==> src/rtl/mem_pkg.sv <==
// Shared definitions for the block-copy engine and the data memory it drives.
//   AW                 : width of the address, length and data buses
//   DEFAULT_ADDR_LIMIT : number of words in the data memory (memory depth)
//   state_t            : copy engine controller states
package mem_pkg;

  localparam int AW = 32;
  localparam int unsigned DEFAULT_ADDR_LIMIT = 1024;

  typedef enum logic [2:0] {
    IDLE,
    CHECK,
    STREAM,
    DRAIN,
    DONE
  } state_t;

endpackage

==> src/rtl/mem_copy_engine_if.sv <==
// Bundle of the request handshake and the data-memory port of the copy engine.
//   start, src_addr, dst_addr, length : copy request from the requester
//   busy, done, err                   : request status back to the requester
//   mem_read_address, mem_write_address, mem_write_enable, mem_data_in :
//                                       engine-driven memory port signals
//   mem_data_out                      : registered read data from memory
// The engine uses the slave modport; the requester/memory side uses master.
interface mem_copy_engine_if;
  import mem_pkg::*;

  logic          start;
  logic [AW-1:0] src_addr;
  logic [AW-1:0] dst_addr;
  logic [AW-1:0] length;
  logic          busy;
  logic          done;
  logic          err;
  logic [AW-1:0] mem_read_address;
  logic [AW-1:0] mem_write_address;
  logic          mem_write_enable;
  logic [AW-1:0] mem_data_in;
  logic [AW-1:0] mem_data_out;

  modport slave (
    input  start, src_addr, dst_addr, length, mem_data_out,
    output busy, done, err,
    output mem_read_address, mem_write_address, mem_write_enable, mem_data_in
  );

  modport master (
    output start, src_addr, dst_addr, length, mem_data_out,
    input  busy, done, err,
    input  mem_read_address, mem_write_address, mem_write_enable, mem_data_in
  );

endinterface

==> src/rtl/copy_range_check.sv <==
// Combinational legality check for a copy request.
//   src_i : first source word address
//   dst_i : first destination word address
//   len_i : word count
//   err_o : 1 when the request must be rejected
// A request is rejected when either range runs past the end of memory, or when
// the destination starts strictly inside the source window beyond src+1, where
// an ascending pipelined copy would overwrite source words before reading them.
module copy_range_check
  import mem_pkg::*;
#(
  parameter int unsigned ADDR_LIMIT = DEFAULT_ADDR_LIMIT
) (
  input  logic [AW-1:0] src_i,
  input  logic [AW-1:0] dst_i,
  input  logic [AW-1:0] len_i,
  output logic          err_o
);

  logic [AW:0] src33;
  logic [AW:0] dst33;
  logic [AW:0] len33;
  logic [AW:0] limit33;
  logic [AW:0] srcEnd;
  logic [AW:0] dstEnd;
  logic [AW:0] srcNext;

  // Everything is widened by one bit so that sums near the top of the
  // address space cannot wrap and sneak past the bound comparison.
  always_comb begin
    src33   = {1'b0, src_i};
    dst33   = {1'b0, dst_i};
    len33   = {1'b0, len_i};
    limit33 = (AW+1)'(ADDR_LIMIT);
    srcEnd  = src33 + len33;
    dstEnd  = dst33 + len33;
    srcNext = src33 + (AW+1)'(1);
    err_o   = (srcEnd > limit33) ||
              (dstEnd > limit33) ||
              ((srcNext < dst33) && (dst33 < srcEnd));
  end

endmodule

==> src/rtl/mem_copy_engine.sv <==
// Block-copy initiator for the single-port-write, registered-read data memory.
// Copies length consecutive words from src_addr to dst_addr while holding busy
// so an external mux hands it the memory port.
//   clk : clock, all state on rising edge
//   rst : synchronous active-high reset; aborts a copy with no done pulse
//   bus : mem_copy_engine_if.slave
//         request  : start, src_addr, dst_addr, length
//         status   : busy, done (one-cycle pulse), err (valid with done)
//         memory   : mem_read_address, mem_write_address, mem_write_enable,
//                    mem_data_in (out), mem_data_out (in, 1-cycle latency)
// Reads are issued one per cycle in STREAM; each word returned by memory is
// passed straight through to the write port one cycle later, so writes trail
// reads by one cycle and DRAIN covers the final trailing write.
module mem_copy_engine
  import mem_pkg::*;
#(
  parameter int unsigned ADDR_LIMIT = DEFAULT_ADDR_LIMIT
) (
  input  logic             clk,
  input  logic             rst,
  mem_copy_engine_if.slave bus
);

  state_t        state_q;
  state_t        state_d;
  logic [AW-1:0] srcAddr_q;
  logic [AW-1:0] dstAddr_q;
  logic [AW-1:0] len_q;
  logic [AW-1:0] cnt_q;
  logic [AW-1:0] rdAddr_q;
  logic [AW-1:0] wrAddr_q;
  logic          wrValid_q;
  logic          done_q;
  logic          err_q;
  logic          rangeErr;
  logic          lastRead;

  copy_range_check #(
    .ADDR_LIMIT(ADDR_LIMIT)
  ) rangeCheck (
    .src_i(srcAddr_q),
    .dst_i(dstAddr_q),
    .len_i(len_q),
    .err_o(rangeErr)
  );

  assign lastRead = (cnt_q == (len_q - AW'(1)));

  // Controller state register; reset always returns to IDLE so a copy in
  // flight is abandoned at the next edge.
  always_ff @(posedge clk) begin
    if (rst) begin
      state_q <= IDLE;
    end else begin
      state_q <= state_d;
    end
  end

  // Next-state logic. Start is only looked at in IDLE, so re-pulsing start
  // during a copy has no effect. Rejected and empty requests skip straight
  // to DONE without touching memory.
  always_comb begin
    state_d = state_q;
    case (state_q)
      IDLE:    if (bus.start) state_d = CHECK;
      CHECK:   state_d = (rangeErr || (len_q == '0)) ? DONE : STREAM;
      STREAM:  if (lastRead) state_d = DRAIN;
      DRAIN:   state_d = DONE;
      DONE:    state_d = IDLE;
      default: state_d = IDLE;
    endcase
  end

  // Datapath registers. The request is captured on an accepted start and
  // err is cleared there so it stays valid from the previous request until
  // the next one is accepted. Read and write addresses only advance when
  // another access follows, so after a copy they hold the last address used.
  // wrValid_q marks the cycle where the word read one edge earlier is on
  // mem_data_out and must be written.
  always_ff @(posedge clk) begin
    if (rst) begin
      srcAddr_q <= '0;
      dstAddr_q <= '0;
      len_q     <= '0;
      cnt_q     <= '0;
      rdAddr_q  <= '0;
      wrAddr_q  <= '0;
      wrValid_q <= 1'b0;
      done_q    <= 1'b0;
      err_q     <= 1'b0;
    end else begin
      wrValid_q <= (state_q == STREAM);
      done_q    <= (state_q == DONE);
      case (state_q)
        IDLE: begin
          if (bus.start) begin
            srcAddr_q <= bus.src_addr;
            dstAddr_q <= bus.dst_addr;
            len_q     <= bus.length;
            err_q     <= 1'b0;
          end
        end
        CHECK: begin
          err_q <= rangeErr;
          if (!rangeErr && (len_q != '0)) begin
            cnt_q    <= '0;
            rdAddr_q <= srcAddr_q;
            wrAddr_q <= dstAddr_q;
          end
        end
        STREAM: begin
          if (!lastRead) begin
            cnt_q    <= cnt_q + AW'(1);
            rdAddr_q <= rdAddr_q + AW'(1);
          end
          if (wrValid_q) begin
            wrAddr_q <= wrAddr_q + AW'(1);
          end
        end
        default: begin
        end
      endcase
    end
  end

  // Output decode. busy covers CHECK through the final write in DRAIN and is
  // already low by the time the done pulse appears. Write data is a direct
  // pass-through of the memory read port, gated to zero when not writing.
  always_comb begin
    bus.busy              = (state_q == CHECK) || (state_q == STREAM) ||
                            (state_q == DRAIN);
    bus.done              = done_q;
    bus.err               = err_q;
    bus.mem_read_address  = rdAddr_q;
    bus.mem_write_address = wrAddr_q;
    bus.mem_write_enable  = wrValid_q;
    bus.mem_data_in       = wrValid_q ? bus.mem_data_out : '0;
  end

endmodule
==> src/flat_wrapper.sv <==
// flat-port wrapper written by rule: the top's interface ports become plain ports
module mem_copy_engine_flat import mem_pkg::*;
#(
  parameter int unsigned ADDR_LIMIT = DEFAULT_ADDR_LIMIT
)
  (clk, rst, bus_start, bus_src_addr, bus_dst_addr, bus_length, bus_mem_data_out, bus_busy, bus_done, bus_err, bus_mem_read_address, bus_mem_write_address, bus_mem_write_enable, bus_mem_data_in);
  mem_copy_engine_if bus_i ();
  input  logic clk;
  input  logic rst;
  input wire logic [$bits(bus_i.start)-1:0] bus_start;
  input wire logic [$bits(bus_i.src_addr)-1:0] bus_src_addr;
  input wire logic [$bits(bus_i.dst_addr)-1:0] bus_dst_addr;
  input wire logic [$bits(bus_i.length)-1:0] bus_length;
  input wire logic [$bits(bus_i.mem_data_out)-1:0] bus_mem_data_out;
  output wire logic [$bits(bus_i.busy)-1:0] bus_busy;
  output wire logic [$bits(bus_i.done)-1:0] bus_done;
  output wire logic [$bits(bus_i.err)-1:0] bus_err;
  output wire logic [$bits(bus_i.mem_read_address)-1:0] bus_mem_read_address;
  output wire logic [$bits(bus_i.mem_write_address)-1:0] bus_mem_write_address;
  output wire logic [$bits(bus_i.mem_write_enable)-1:0] bus_mem_write_enable;
  output wire logic [$bits(bus_i.mem_data_in)-1:0] bus_mem_data_in;
  assign bus_i.start = bus_start;
  assign bus_i.src_addr = bus_src_addr;
  assign bus_i.dst_addr = bus_dst_addr;
  assign bus_i.length = bus_length;
  assign bus_i.mem_data_out = bus_mem_data_out;
  assign bus_busy = bus_i.busy;
  assign bus_done = bus_i.done;
  assign bus_err = bus_i.err;
  assign bus_mem_read_address = bus_i.mem_read_address;
  assign bus_mem_write_address = bus_i.mem_write_address;
  assign bus_mem_write_enable = bus_i.mem_write_enable;
  assign bus_mem_data_in = bus_i.mem_data_in;
  mem_copy_engine #(.ADDR_LIMIT(ADDR_LIMIT)) u_core (.clk(clk), .rst(rst), .bus(bus_i));
endmodule
==> config.mk <==
export PLATFORM = sky130hd
export DESIGN_NAME = mem_copy_engine_flat
export DESIGN_NICKNAME = d
export VERILOG_FILES = /design/src/rtl/mem_pkg.sv /design/src/rtl/mem_copy_engine_if.sv /design/src/rtl/copy_range_check.sv /design/src/rtl/mem_copy_engine.sv /design/src/flat_wrapper.sv
export SDC_FILE = /design/constraint.sdc
export NUM_CORES = 1
export LEC_CHECK = 0
export ABC_AREA = 1
export CAP_MARGIN = 20
export CORE_UTILIZATION = 45
export CTS_CLUSTER_SIZE = 28
export DETAILED_ROUTE_END_ITERATION = 12
export MAX_ROUTING_LAYER = met4
export PLACE_DENSITY = 0.68
export SLEW_MARGIN = 10
export SYNTH_ARGS = -nofsm -noshare
export SYNTH_HDL_FRONTEND = slang
export SYNTH_SLANG_ARGS = --single-unit
==> constraint.sdc <==
create_clock -name clk -period 7 [get_ports clk]
set_clock_uncertainty 0.1 [all_clocks]
set_input_delay 2.1 -clock clk [delete_from_list [all_inputs] [get_ports clk]]
set_output_delay 2.1 -clock clk [all_outputs]
set_load 0.01 [all_outputs]
==> results of run 1 <==
-- final timing paths --
path	depth (start not counted)	slack [ns]	startpoint	end
worst max-delay path	30	1.34	u_core.srcAddr_q[1]	u_core.cnt_q[1]
worst min-delay path	2	0.44	u_core.bus.mem_read_address[23]	u_core.bus.mem_read_address[23]
worst max register to register	30	1.34	u_core.srcAddr_q[1]	u_core.cnt_q[1]
worst min register to register	2	0.44	u_core.bus.mem_read_address[23]	u_core.bus.mem_read_address[23]
-- cells in the final DEF, fill, tap and decap left out, types with 3 or more instances in the layout --
master | synthesis | final
a211oi_1 | 3 | 3
a21o_1 | 8 | 8
a21oi_1 | 253 | 253
a22oi_1 | 3 | 3
a31oi_1 | 13 | 13
buf_12 | 0 | 3
buf_4 | 1 | 16
clkbuf_16 | 0 | 17
clkdlybuf4s50_1 | 0 | 230
clkinvlp_4 | 0 | 3
dfxtp_1 | 198 | 198
ha_1 | 132 | 132
inv_1 | 450 | 449
inv_2 | 7 | 7
inv_6 | 0 | 3
inv_8 | 0 | 5
nand2_1 | 692 | 692
nand2_2 | 5 | 5
nand3_1 | 231 | 230
nand3b_1 | 28 | 28
nand4_1 | 47 | 47
nor2_1 | 363 | 362
nor2_2 | 9 | 9
nor3_1 | 57 | 57
nor3_2 | 4 | 4
nor4_1 | 17 | 17
o211ai_1 | 3 | 3
o21a_1 | 8 | 8
o21ai_0 | 180 | 180
o21ai_1 | 4 | 4
o21ai_2 | 39 | 39
o21bai_1 | 15 | 15
or2_2 | 12 | 12
xnor2_1 | 17 | 17
xnor3_1 | 4 | 4
xor2_1 | 98 | 98
-- cell usage after synthesis (4+ instances only) --
cell type  number
a21o_1          8
a21oi_1       253
a31oi_1        13
buf_1           4
buf_2          11
buf_6           6
clkbuf_1       68
dfxtp_1       198
ha_1          132
inv_1         450
inv_2           7
nand2_1       692
nand2_2         5
nand3_1       231
nand3b_1       28
nand4_1        47
nor2_1        363
nor2_2          9
nor3_1         57
nor3_2          4
nor4_1         17
o21a_1          8
o21ai_0       180
o21ai_1         4
o21ai_2        39
o21bai_1       15
or2_2          12
xnor2_1        17
xnor3_1         4
xor2_1         98
-- tightest hold or removal path, stage by stage (launching register included) --
cell and delay (ns):
dfxtp_1 0.35, nand3_1 0.10, o21ai_2 0.05
-- per-stage QoR --
stage,total power (uW),hold WS [ns],area (um2),worst slack (ns)
finish,3530,0.436,21600,1.34
global route,3730,0.455,21500,0.707
CTS,3520,0.435,21500,1.32
detailed placement,2490,0.414,20900,1.35
global placement,2470,0.401,20900,1.46
floorplan,2060,0.356,18200,2.57
-- cell families (layout without fill, tap and decap cells) --
family | Yosys count | count (layout) | synth area share [%]
and+or+nand+nor | 1479 | 1479 | 34.8
DFF | 198 | 198 | 21.8
other | 0 | 2 | 0
AOI/OAI and AO/OA | 537 | 537 | 16.4
xor gates and xnor gates | 119 | 119 | 6.04
buffers and inverters | 547 | 739 | 11.6
adders and majority gates | 134 | 134 | 9.31
-- flip-flops by register name, summed over array words and instances (netlist names), 3 cells and up --
register / count
u_core.bus.mem_read_address: 32
u_core.bus.mem_write_address: 32
u_core.cnt_q: 32
u_core.dstAddr_q: 32
u_core.len_q: 32
u_core.srcAddr_q: 32
u_core.state_q: 3
-- cell type report --
| cell class | instances | area [um2] | share of cell area, % |
|---|---|---|---|
| Tap cell | 525 | 657 | 3.05 |
| Timing Repair Buffer | 250 | 2500 | 11.6 |
| Antenna cell | 2 | 5.00 | 0.0232 |
| Clock buffer | 18 | 439 | 2.04 |
| Sequential cell | 198 | 3960 | 18.4 |
| Multi-Input combinational cell | 2269 | 12100 | 56.2 |
| Clock inverter | 14 | 154 | 0.714 |
| Inverter | 457 | 1720 | 7.97 |
-- where the power goes --
part / internal, uW / switching (uW)
combinational: 451 / 712
clock: 491 / 543
sequential: 1190 / 138
total: 2140 / 1390
-- routing by layer --
layer	track usage (%)	up-vias	wire length [um]
met5	-	-	0
met4	12.9	0	2630
met3	4.59	115	5020
met2	51.0	758	29300
met1	45.4	9424	30900
li1	-	10129	-
==> impl_metrics.toml, run 1 <==
[timing]
setup_viol = 0
rsz0062_at_grt = "no"
hold_violations = 0
tightest_slew_ns = 1.05
relSlewSlack_pct = 30.1
fin_setup_tns_ns = 0
max_freq_mhz = 177
fin_crit_sh_pct = 80.9
final_max_slew_viol_count = 0
min_period_ns = 5.66

[detailed_routing]
avgViaCountPerCell = 5.47
dr.pass1.iters = 5
wl_mm = 67.8
drc = 0
dr_total_vias = 20426
ant_nets = 0
wl_per_cell_um = 18.2
drtIter0Drc = 1854

[critical_path]
slowest_delay_ns = 0.53
worst_ep_arrival_time_ns = 5.94
crit_family = "simple AND/OR/NAND/NOR gates"
critPathMostFrequentCell = "nor2_1"
cpMaxStageDelayCell = "nand2_2"
worstPathRequired_ns = 7.28
start_kind = "register"
worst-setup-path-type = "register to register"
cp-end-kind = "register"
crit_buf_inv = 2
cp_max_fo = 36

[yosys]
yosysTopAreaCellShare_pct = 21.8
ys_async_sr_fraction_pct = 0
ys_seq_area_share_pct = 21.8
synth.distinct_cells = 50
syn-cell-area_mm2 = 0.0182
ys_ff_latch = 198
synth_warnings = 0
syn_avg_cell_area_um2 = 6.03
synthCells = 3014
synth_area_leaders = "dfxtp_1 22%, nand2_1 14%, inv_1 9.3%"
synth_ff_type = "dfxtp_1"
syn_nets = 3279
synth_edf_count = 0
yosysTopAreaCell = "dfxtp_1"

[final_layout]
drive_gt1_share_pct = 4.30
instances_no_fill = 3733
nFillCells = 4040
areaGrowthSynthToFinish_pct = 18.6
final_nets = 3458
postLayoutCoreUtil_pct = 54.1

[floorplan]
die_area_mm2 = 0.0412
initial_utilization_pct = 45.6
rows = 73
die_h_um = 203
io_pins = 231
fp.dieW_um = 203
core_mm2 = 0.0398

[clocking]
cts_resized = 0
cts_tree = "built"
path_clk_slew_ns = 0.09
cts_buffers = 17
cts_hold_repair.buffers = 0
htree_levels = 4
cts_setup_buffers = 0
cts.path.max_buffers = 2
clk_latency_ns = 0.48
cts_root_buf = "clkbuf_16"
cts_sinks = 198

[placed_design]
hpwl_mm = 53.8
place.gp.congestion = 0.988
place_inst = 3698
port_buffers = 230

[run_status]
outcome = "finished clean"

[run]
drv_cap = 0

[global_route]
grt.overflow.total = 0
grt_pass1_wl_mm = 104
grt_pass1_vias = 18918
grt_antenna_before_repair = 1
grt_max_degree = 143
grt.total_usage_pct = 33.7

[power]
cellLeakagePower_uw = 0.00992
powerDensity_mw_per_mm2 = 164
vdd_drop_max_mv = 0.179

[worst_hold_path]
worstHoldPathType = "register to register"
No activity file was read; power rests on OpenSTA's default activity.
==> run 2: changes to the inputs <==
==> constraint.sdc (replaced) <==
create_clock -name clk -period 5.6 [get_ports clk]
set_clock_uncertainty 0.1 [all_clocks]
set_input_delay 1.68 -clock clk [delete_from_list [all_inputs] [get_ports clk]]
set_output_delay 1.68 -clock clk [all_outputs]
set_load 0.01 [all_outputs]
==> impl_metrics.toml, run 2 (synthesis results as in run 1) <==
[run_status]
outcome = "finished clean"

[critical_path]
worst-setup-path-type = "register to register"
cp-end-kind = "register"
cp_max_fo = 56
worst_ep_arrival_time_ns = 5.24
critPathLaunch = "u_core.srcAddr_q[1]"
endpoint = "u_core.cnt_q[14]"
start_kind = "register"
critPathMostFrequentCell = "nor2_1"
reg2regPathDepth = 28
cpMaxStageDelayCell = "clkbuf_8"
reg2reg_to = "u_core.cnt_q[14]"
worstPathRequired_ns = 5.83
slowest_delay_ns = 0.47
reg2reg_slack_ns = 0.59
r2r_start = "u_core.srcAddr_q[1]"

[final_layout]
final_nets = 3487
diodes = 0
nFillCells = 4135
multi_input_area_mm2 = 0.0121
drive_gt1_share_pct = 5.19
final_cell_mix = "692 x nand2_1, 449 x inv_1, 362 x nor2_1"
mostFrequentLayoutCell = "nand2_1"
areaGrowthSynthToFinish_pct = 20.0
seqCellArea_mm2 = 0.00396

[floorplan]
die_h_um = 203
core_mm2 = 0.0398
fp.dieW_um = 203
rows = 73
initial_utilization_pct = 45.6
die_area_mm2 = 0.0412
io_pins = 231

[detailed_routing]
wl_mm = 72.6
drc = 0
wl_per_cell_um = 19.3
dr_total_vias = 20751
avgViaCountPerCell = 5.52
dr.pass1.iters = 6
drtIter0Drc = 2305
ant_nets = 0

[global_route]
grt_pass1_wl_mm = 110
grt_max_degree = 71
grt.overflow.total = 0
grt_pass1_vias = 19288
grt_antenna_before_repair = 0
grt.total_usage_pct = 36.0

[placed_design]
dpl_worst_slack_ns = 0.293
hpwl_mm = 59.3
port_buffers = 230
place.gp.congestion = 1.07

[power]
swShare_pct = 38.6
power.share.clock_pct = 29.6
switchingPower_uw = 1750
vdd_drop_max_mv = 0.222
cellLeakagePower_uw = 0.0101
p_int_uw = 2780
powerDensity_mw_per_mm2 = 207
seq_power_share_pct = 36.4
power.total_uw = 4520
comb_power_share_pct = 34.0

[clocking]
clk_latency_ns = 0.47
cts.path.max_buffers = 2
cts_tree = "built"
cts_root_buf = "clkbuf_16"
cts_sinks = 198
cts_buffers = 17
htree_levels = 4
path_clk_slew_ns = 0.08
cts_hold_repair.buffers = 0

[timing]
layout_setup_ws_ns = 0.587
min_period_ns = 5.01
setup_viol = 0
rsz0062_at_grt = "no"
final_max_slew_viol_count = 0
tightest_slew_ns = 0.701
hold_violations = 0
max_freq_mhz = 199
fin_crit_sh_pct = 89.5
relSlewSlack_pct = 53.3
fin_setup_tns_ns = 0

[run]
drv_cap = 0

[worst_hold_path]
worstHoldPathType = "register to register"
[run 2: changes by cell type in the layout (fill, tap and decap cells not counted), sizes merged]
cell and delta:
buf +27, bufinv +2, clkbuf +3, clkinv +3, clkinvlp -3, diode -2, inv -3
[run 2: power by group through the flow]
| stage | Combinational (uW) | Clock (uW) | Sequential (uW) |
|---|---|---|---|
| 5_1_grt | 1710 | 1400 | 1650 |
| 2_1_floorplan | 957 | 0 | 1620 |
| 3_5_place_dp | 1500 | 0 | 1670 |
| 4_1_cts | 1510 | 1350 | 1640 |
| 6_report | 1540 | 1340 | 1650 |
| 3_3_place_gp | 1480 | 0 | 1670 |
[run 2: final cells by class]
type	count	area share, %
multi-input cells	2269	55.6
flip-flops and latches	198	18.2
repair buffers	279	12.5
inverters	457	7.88
well taps	525	3.01
clock buffers	19	2.08
clock inverters	13	0.752
[run 2: how the worst min path moves through the flow]
stage	from	end	slack (ns)	cells after the start
2_1_floorplan	u_core.state_q[2]	u_core.bus.done	0.36	2
3_3_place_gp	u_core.bus.mem_write_address[13]	u_core.bus.mem_write_address[13]	0.40	2
4_1_cts	u_core.bus.mem_write_address[13]	u_core.bus.mem_write_address[13]	0.42	2
3_5_place_dp	u_core.state_q[2]	u_core.bus.done	0.40	2
6_report	u_core.bus.mem_write_address[13]	u_core.bus.mem_write_address[13]	0.42	2
5_1_grt	u_core.cnt_q[5]	u_core.cnt_q[5]	0.45	2
[run 2: per-layer routing]
layer	part of all wire, %	GRT usage (%)	vias to the layer above
met3	8.1	4.49	104
met5	0	-	-
met1	44	48.4	9562
li1	-	-	10183
met4	3.4	12.5	0
met2	44	55.4	902
[run 2: what timing repair did]
action                                  4_1_cts  5_1_grt
endpoints found under the hold margin         0        0
endpoints found under the setup margin        0       82
buffers inserted                              0        0
resized for setup                             0        8
[run 2: critical path: cells and delay by family, from the launching register on]
| kind | cells | cell delay [ns] |
|---|---|---|
| XOR/XNOR | 1 | 0.17 |
| AND/OR/NAND/NOR | 20 | 2.52 |
| adder cells (fa/ha/maj) | 2 | 0.50 |
| flip-flops | 1 | 0.46 |
| AO/OA/AOI/OAI | 3 | 0.49 |
| buffers and inverters | 2 | 0.55 |
[run 2: metrics by stage]
step           utilization, %  cells  hold slack, ns  cell area [um2]
2_1_floorplan               -   3014           0.356            18200
3_3_place_gp             53.1   3727           0.401            21100
3_5_place_dp             53.1   3727           0.405            21100
4_1_cts                  54.6   3759           0.424            21700
5_1_grt                  54.8   3760           0.449            21800
6_report                 54.8   3760           0.419            21800
==> run 3: changes to the inputs <==
--- a/config.mk
+++ b/config.mk
@@ -12,6 +12,7 @@
 export DETAILED_ROUTE_END_ITERATION = 12
 export MAX_ROUTING_LAYER = met4
 export PLACE_DENSITY = 0.68
+export SKIP_LAST_GASP = 1
 export SLEW_MARGIN = 10
 export SYNTH_ARGS = -nofsm -noshare
 export SYNTH_HDL_FRONTEND = slang
==> results of run 3 <==
Same layout as run 2: the final DEF is identical, and so are final timing and power.
